`src/rtl/interp_pkg.sv`:
```
// interp_pkg
//   Shared definitions for the two-channel linear interpolator:
//   - mode encodings selecting how mu is chosen per sample
//   - the priming FSM state type (EMPTY -> ONE -> RUN)
//   - the output-width derivation used by the top and the channel MAC
package interp_pkg;

  localparam logic [1:0] MODE_FIX  = 2'd0;
  localparam logic [1:0] MODE_ACC  = 2'd1;
  localparam logic [1:0] MODE_BYP  = 2'd2;
  localparam logic [1:0] MODE_HOLD = 2'd3;

  typedef enum logic [1:0] {
    ST_EMPTY = 2'd0,
    ST_ONE   = 2'd1,
    ST_RUN   = 2'd2
  } prime_state_e;

  // Full-precision result width: one extra integer bit for the difference
  // term plus MUW fraction bits.
  function automatic int calc_ow(input int dw, input int muw);
    return dw + muw + 1;
  endfunction

endpackage

```
`src/rtl/interp_mac.sv`:
```
// interp_mac
//   One interpolator channel. Holds the two-sample history (x0 newest,
//   x1 previous), forms diff*mu and the scaled x1 base one cycle after the
//   sample, then adds them into the output register when commit is high.
// Ports:
//   clk, rst  clock and asynchronous active-high reset
//   load      shift din into the history (accepted sample)
//   din       signed input sample, DW bits
//   mu        unsigned fraction registered alongside the sample, MUW bits
//   commit    update dout with the interpolated value this cycle
//   dout      signed result, Q(DW+1).MUW, holds when not committed
module interp_mac #(
  parameter int DW  = 8,
  parameter int MUW = 5,
  parameter int OW  = DW + MUW + 1
) (
  input  logic                 clk,
  input  logic                 rst,
  input  logic                 load,
  input  logic signed [DW-1:0] din,
  input  logic [MUW-1:0]       mu,
  input  logic                 commit,
  output logic signed [OW-1:0] dout
);

  logic signed [DW-1:0] x0_q, x0_d, x1_q, x1_d;
  logic signed [DW:0]   diff;
  logic signed [OW-1:0] diff_x, mu_x;
  logic signed [OW-1:0] prod_q, prod_d, base_q, base_d;
  logic signed [OW-1:0] y;
  logic signed [OW-1:0] dout_q, dout_d;

  // mu is zero-extended before the multiply so the product is signed x unsigned;
  // all operands are widened to OW first, and the exact result always fits.
  always_comb begin
    x0_d   = load ? din  : x0_q;
    x1_d   = load ? x0_q : x1_q;
    diff   = (DW+1)'(x0_q) - (DW+1)'(x1_q);
    diff_x = OW'(diff);
    mu_x   = OW'(mu);
    prod_d = diff_x * mu_x;
    base_d = OW'(x1_q) <<< MUW;
    y      = base_q + prod_q;
    dout_d = commit ? y : dout_q;
  end

  always_ff @(posedge clk or posedge rst) begin
    if (rst) begin
      x0_q   <= '0;
      x1_q   <= '0;
      prod_q <= '0;
      base_q <= '0;
      dout_q <= '0;
    end else begin
      x0_q   <= x0_d;
      x1_q   <= x1_d;
      prod_q <= prod_d;
      base_q <= base_d;
      dout_q <= dout_d;
    end
  end

  assign dout = dout_q;

endmodule

```
`src/rtl/lin_interp_nco.sv`:
```
// lin_interp_nco
//   Two-channel (I/Q) linear interpolator y = x1 + mu*(x0 - x1) with a
//   fixed or phase-accumulated mu. An accumulator wrap drops that sample's
//   output and pulses skip instead. Results appear two edges after the
//   sample is accepted.
// Ports:
//   clk, rst         clock, asynchronous active-high reset
//   in_valid         sample qualifier; din_i/din_q signed DW-bit samples
//   mode             0 fixed mu, 1 accumulate, 2 bypass (mu=0), 3 hold
//   mu_fix           mu used in mode 0
//   step, step_wr    accumulator step value and its load strobe
//   acc_clr          clear the accumulator
//   out_valid, skip  single-cycle, mutually exclusive result strobes
//   dout_i, dout_q   signed OW-bit results, Q(DW+1).MUW
module lin_interp_nco
  import interp_pkg::*;
#(
  parameter int DW  = 8,
  parameter int MUW = 5,
  parameter int OW  = calc_ow(DW, MUW)
) (
  input  logic                 clk,
  input  logic                 rst,
  input  logic                 in_valid,
  input  logic signed [DW-1:0] din_i,
  input  logic signed [DW-1:0] din_q,
  input  logic [1:0]           mode,
  input  logic [MUW-1:0]       mu_fix,
  input  logic [MUW-1:0]       step,
  input  logic                 step_wr,
  input  logic                 acc_clr,
  output logic                 out_valid,
  output logic signed [OW-1:0] dout_i,
  output logic signed [OW-1:0] dout_q,
  output logic                 skip
);

  prime_state_e   state_q;
  logic [MUW-1:0] acc_q, acc_d;
  logic [MUW-1:0] step_q, step_d;
  logic [MUW-1:0] mu1_q, mu1_d, mu_sel;
  logic [MUW:0]   acc_sum;
  logic           fire, wrap;
  logic           out1_q, out1_d, skip1_q, skip1_d;
  logic           out2_q, skip2_q;
  logic           out_valid_q, skip_q;

  // The sample uses the accumulator value from before this edge; the wrap
  // carry of its update decides whether this sample is dropped.
  always_comb begin
    mu_sel = '0;
    case (mode)
      MODE_FIX:  mu_sel = mu_fix;
      MODE_ACC:  mu_sel = acc_q;
      MODE_BYP:  mu_sel = '0;
      MODE_HOLD: mu_sel = '0;
      default:   mu_sel = '0;
    endcase

    acc_sum = {1'b0, acc_q} + {1'b0, step_q};
    fire    = in_valid && (state_q == ST_RUN);
    wrap    = (mode == MODE_ACC) && acc_sum[MUW];

    acc_d = acc_q;
    if (acc_clr) begin
      acc_d = '0;
    end else if (fire && (mode == MODE_ACC)) begin
      acc_d = acc_sum[MUW-1:0];
    end

    step_d  = step_wr ? step : step_q;
    mu1_d   = in_valid ? mu_sel : mu1_q;
    out1_d  = fire && (mode != MODE_HOLD) && !wrap;
    skip1_d = fire && wrap;
  end

  // Priming: two accepted samples fill the history before output starts.
  always_ff @(posedge clk or posedge rst) begin
    if (rst) begin
      state_q <= ST_EMPTY;
    end else if (in_valid) begin
      case (state_q)
        ST_EMPTY: state_q <= ST_ONE;
        ST_ONE:   state_q <= ST_RUN;
        default:  state_q <= ST_RUN;
      endcase
    end
  end

  always_ff @(posedge clk or posedge rst) begin
    if (rst) begin
      acc_q       <= '0;
      step_q      <= '0;
      mu1_q       <= '0;
      out1_q      <= 1'b0;
      skip1_q     <= 1'b0;
      out2_q      <= 1'b0;
      skip2_q     <= 1'b0;
      out_valid_q <= 1'b0;
      skip_q      <= 1'b0;
    end else begin
      acc_q       <= acc_d;
      step_q      <= step_d;
      mu1_q       <= mu1_d;
      out1_q      <= out1_d;
      skip1_q     <= skip1_d;
      out2_q      <= out1_q;
      skip2_q     <= skip1_q;
      out_valid_q <= out2_q;
      skip_q      <= skip2_q;
    end
  end

  interp_mac #(.DW(DW), .MUW(MUW), .OW(OW)) u_mac_i (
    .clk    (clk),
    .rst    (rst),
    .load   (in_valid),
    .din    (din_i),
    .mu     (mu1_q),
    .commit (out2_q),
    .dout   (dout_i)
  );

  interp_mac #(.DW(DW), .MUW(MUW), .OW(OW)) u_mac_q (
    .clk    (clk),
    .rst    (rst),
    .load   (in_valid),
    .din    (din_q),
    .mu     (mu1_q),
    .commit (out2_q),
    .dout   (dout_q)
  );

  assign out_valid = out_valid_q;
  assign skip      = skip_q;

endmodule

```
`config.mk`:
```
export PLATFORM = sky130hd
export DESIGN_NAME = lin_interp_nco
export DESIGN_NICKNAME = d
export VERILOG_FILES = /design/src/rtl/interp_pkg.sv /design/src/rtl/interp_mac.sv /design/src/rtl/lin_interp_nco.sv
export SDC_FILE = /design/constraint.sdc
export NUM_CORES = 1
export LEC_CHECK = 0
export CORE_ASPECT_RATIO = 0.75
export CORE_MARGIN = 2
export CORE_UTILIZATION = 30
export DETAILED_ROUTE_END_ITERATION = 7
export GPL_TIMING_DRIVEN = 0
export SLEW_MARGIN = 20
export SYNTH_ARGS = -nofsm -noshare
export SYNTH_HDL_FRONTEND = slang
export SYNTH_HIERARCHICAL = 1
export SYNTH_SLANG_ARGS = --single-unit
```
`constraint.sdc`:
```
create_clock -name clk -period 5.45 [get_ports clk]
set_input_delay 0.8175 -clock clk [delete_from_list [all_inputs] [get_ports clk]]
set_output_delay 0.8175 -clock clk [all_outputs]
set_load 0.005 [all_outputs]
```
==> summary.md <==
| Metric | Value |
|---|---|
| Hold depth | `0` |
| Die area | `31700 sq um` |
| Met3 usage | `0.0327` |
| Fin crit share | `0.947` |
| Leakage power | `5.07 nW` |
| Commonest non-fill, non-tap cells in the layout | `dfrtp_1, inv_1, ha_1` |
| Top cells by area, synth | `dfrtp_1, ha_1, fa_1, inv_1, mux2_2` |
| Synthesized area | `9080 sq um` |
| Predominant post-synthesis flop cell | `dfrtp_1` |
| GRT Residual Overflow | `0` |
| Maxcap violations | `0` |
| Run status | `completed` |
| Worst r2r src | `u_mac_i/x1_q[1]$_DFFE_PP0P_` |
| Sequential-to-total area share from yosys stat | `0.350` |
| Detailed Route Iter0 Violations | `271` |
| TritonCTS buffer count | `17` |
| Worst Reg-to-Reg Cells | `18` |
| HP Start | `skip1_q$_DFF_PP0_` |
| Final ANT Viol Nets | `0` |
| DR vias | `6306` |
| Grt peak-use layer | `met1` |
| Core Area | `30000 sq um` |
| Clock skew | `9.68 ps` |
| Netlist cell types | `52` |
| Fraction of layout cells with a size suffix above 1 | `0.0889` |
| Vias per cell | `4.61` |
| Nets | `1135` |
| Largest net degree at the start of global routing | `53` |
| PortBufs | `60` |
| Final Cell Area | `10800 sq um` |
| Worst-path clk slew | `60 ps` |
| Clock sinks | `127` |
| Initial core utilization | `0.303` |
| Wire per inst | `14.4 um` |
| Final HPWL DP | `14.8 mm` |
| Max-slew violation count | `0` |
| Die height | `155 um` |
| WP data required | `5790 ps` |
| Pre-Repair DR Iteration Count | `5` |
| Setup TNS Final | `0 ps` |
| Post-synthesis async set-or-reset flop share | `1.00` |
| Max frequency | `0.194 GHz` |
| Relative slew slack | `0.418` |
| P&R area growth vs syn | `18.8%` |
| Worst-Margin Slew | `872 ps` |
| Tmin final | `5160 ps` |
| CTS H-tree depth | `4` |
| PwrDens | `367 nW/um^2` |
| Hold WS | `354 ps` |
| Synth Instances | `874` |
| Commonest non-fill, non-tap cell in the layout | `dfrtp_1` |
| Critical Path Fanout Max | `5` |
| Reg2reg end | `u_mac_i/prod_q[12]$_DFF_PP0_` |
| YS warnings | `6` |
| CTS tree | `built` |
| Flop and latch count out of synthesis | `127` |
| M2 GR Usage | `0.189` |
| GR Layer Usage met1 | `0.195` |
| Hold Path End | `skip2_q$_DFF_PP0_` |
| Placed cell count | `1334` |
| Routability Congestion | `0.814` |
| Clk_lat worst skew | `420 ps` |
| HP Class | `reg -> reg` |
| Post-synth EDFFs | `0` |
| Placed Area | `10200 sq um` |
| Post-CTS setup buffer count | `0` |
| Avg Cell Area, Syn | `10.4 sq um` |
| First-pass GRT wire length | `33.0 mm` |
| IO Pins | `63` |
| CP endpoint kind | `flop` |
| Worst R2R Setup Slack | `290 ps` |
| Top cell type's share of synthesized area | `0.350` |
| Post-synth top area cell | `dfrtp_1` |
| CP startpoint kind | `flop` |
| Final Setup Violations | `0` |
| Antenna violations before repair | `0` |
| CTS root buffer | `clkbuf_16` |
| FP Rows | `55` |
| Final Hold Viols | `0` |
| Vias in the first global route | `6500` |
| Post-route DRC | `0` |
| CP arrival | `5510 ps` |
| CTS Buffer Depth | `2` |
| Peak supply drop | `0.206 mV` |
| Unrepaired setup endpoints after global routing | `false` |
| Kind of critical path | `reg -> reg` |
| GR Util All Layers | `0.132` |
| Final WL | `19.6 mm` |
| Synthesized net count | `1055` |
| Die span in x | `205 um` |
| Fin cells | `1367` |
-- power by group --
part	switching, W	internal [W]
clock	0.000445	0.000643
sequential	0.000134	0.00117
combinational	0.000802	0.000765
-- state kept, by name, summed over array words and instances (netlist names) --
register        cells
acc_q               5
u_mac_q/dout       14
u_mac_i/prod_q     14
skip                1
skip2_q             1
u_mac_q/x0_q        8
u_mac_q/base_q      8
u_mac_i/x1_q        8
state_q             2
skip1_q             1
u_mac_i/dout       14
u_mac_q/prod_q     14
u_mac_q/x1_q        8
out2_q              1
out_valid           1
u_mac_i/base_q      8
u_mac_i/x0_q        8
mu1_q               5
step_q              5
out1_q              1
-- worst max-delay path by stage --
stage,endpoint,cells past startpoint,from,slack (ps)
floorplan,u_mac_i/prod_q[13]$_DFF_PP0_,18,u_mac_i/x1_q[0]$_DFFE_PP0P_,730
global placement,u_mac_i/prod_q[12]$_DFF_PP0_,18,u_mac_i/x1_q[0]$_DFFE_PP0P_,210
detailed placement,u_mac_i/prod_q[12]$_DFF_PP0_,18,u_mac_i/x1_q[0]$_DFFE_PP0P_,190
CTS,u_mac_i/prod_q[12]$_DFF_PP0_,18,u_mac_i/x1_q[0]$_DFFE_PP0P_,140
global route,u_mac_q/prod_q[12]$_DFF_PP0_,19,u_mac_q/x0_q[0]$_DFFE_PP0P_,10
finish,u_mac_i/prod_q[12]$_DFF_PP0_,18,u_mac_i/x1_q[1]$_DFFE_PP0P_,290
-- kinds of logic after synthesis --
| kind of cell | synth area share |
|---|---|
| buffers and inverters | 0.0566 |
| muxes | 0.0525 |
| DFF | 0.350 |
| xor gates and xnor gates | 0.0463 |
| and+or+nand+nor | 0.139 |
| adders and majority gates | 0.249 |
| AOI/OAI and AO/OA | 0.106 |
-- final cells by class --
| class | count | area, sq um |
|---|---|---|
| multi-input cells | 616 | 5410 |
| flip-flops and latches | 127 | 3180 |
| clock inverters | 11 | 108 |
| plain buffers | 14 | 75.1 |
| inverters | 117 | 442 |
| diodes | 1 | 2.50 |
| repair buffers | 61 | 621 |
| fillers | 3052 | 19200 |
| well taps | 399 | 499 |
| clock buffers | 21 | 450 |
-- per-layer routing --
layer  wire length, um  vias to the layer above
li1                  -                     3118
met1             10400                     3077
met2              8190                      100
met3               904                       11
met4               182                        0
met5                 0                        -
-- worst max-delay path: stages (launching register included) --
cell and delay [ps]:
dfrtp_1 420, inv_1 80, ha_1 280, nor2b_4 130
o2111a_1 260, or4_4 490, o211ai_2 240, and2_1 180
fa_1 450, fa_1 500, inv_1 50, fa_1 530
inv_1 40, ha_1 350, and3_1 200, a211oi_1 370
nand2b_1 160, a31oi_1 220, xnor2_1 140
-- metrics by stage --
stage               utilization  power (W)  setup WS [ps]
floorplan                     -    0.00235            731
global route              0.360    0.00428           13.2
global placement          0.339    0.00285            208
detailed placement        0.340    0.00289            186
CTS                       0.359    0.00401            140
finish                    0.360    0.00395            286
-- synthesized netlist by cell type (7+ instances only) --
cell      instances
nor2b_1          33
a21oi_1          28
o31ai_1           7
a21o_1            8
o31a_1            7
inv_1           117
a211oi_1         10
nor3b_1          11
mux2_2           37
fa_1             55
dfrtp_1         127
o21a_1           11
nor3_1           16
nand2_1          43
clkbuf_1         10
nand2b_1          8
o22ai_1           8
xor2_1           13
xnor2_1          35
o21ai_0          45
a31oi_1           7
ha_1             93
nor2_1           36
or3_1             7
and2_1           50
-- timing repair --
action / 4_1_cts / 5_1_grt
setup endpoints to repair: 0 / 3
resized for setup: 0 / 5
hold buffers: 0 / 0
No activity file was read; power rests on OpenSTA's default activity.
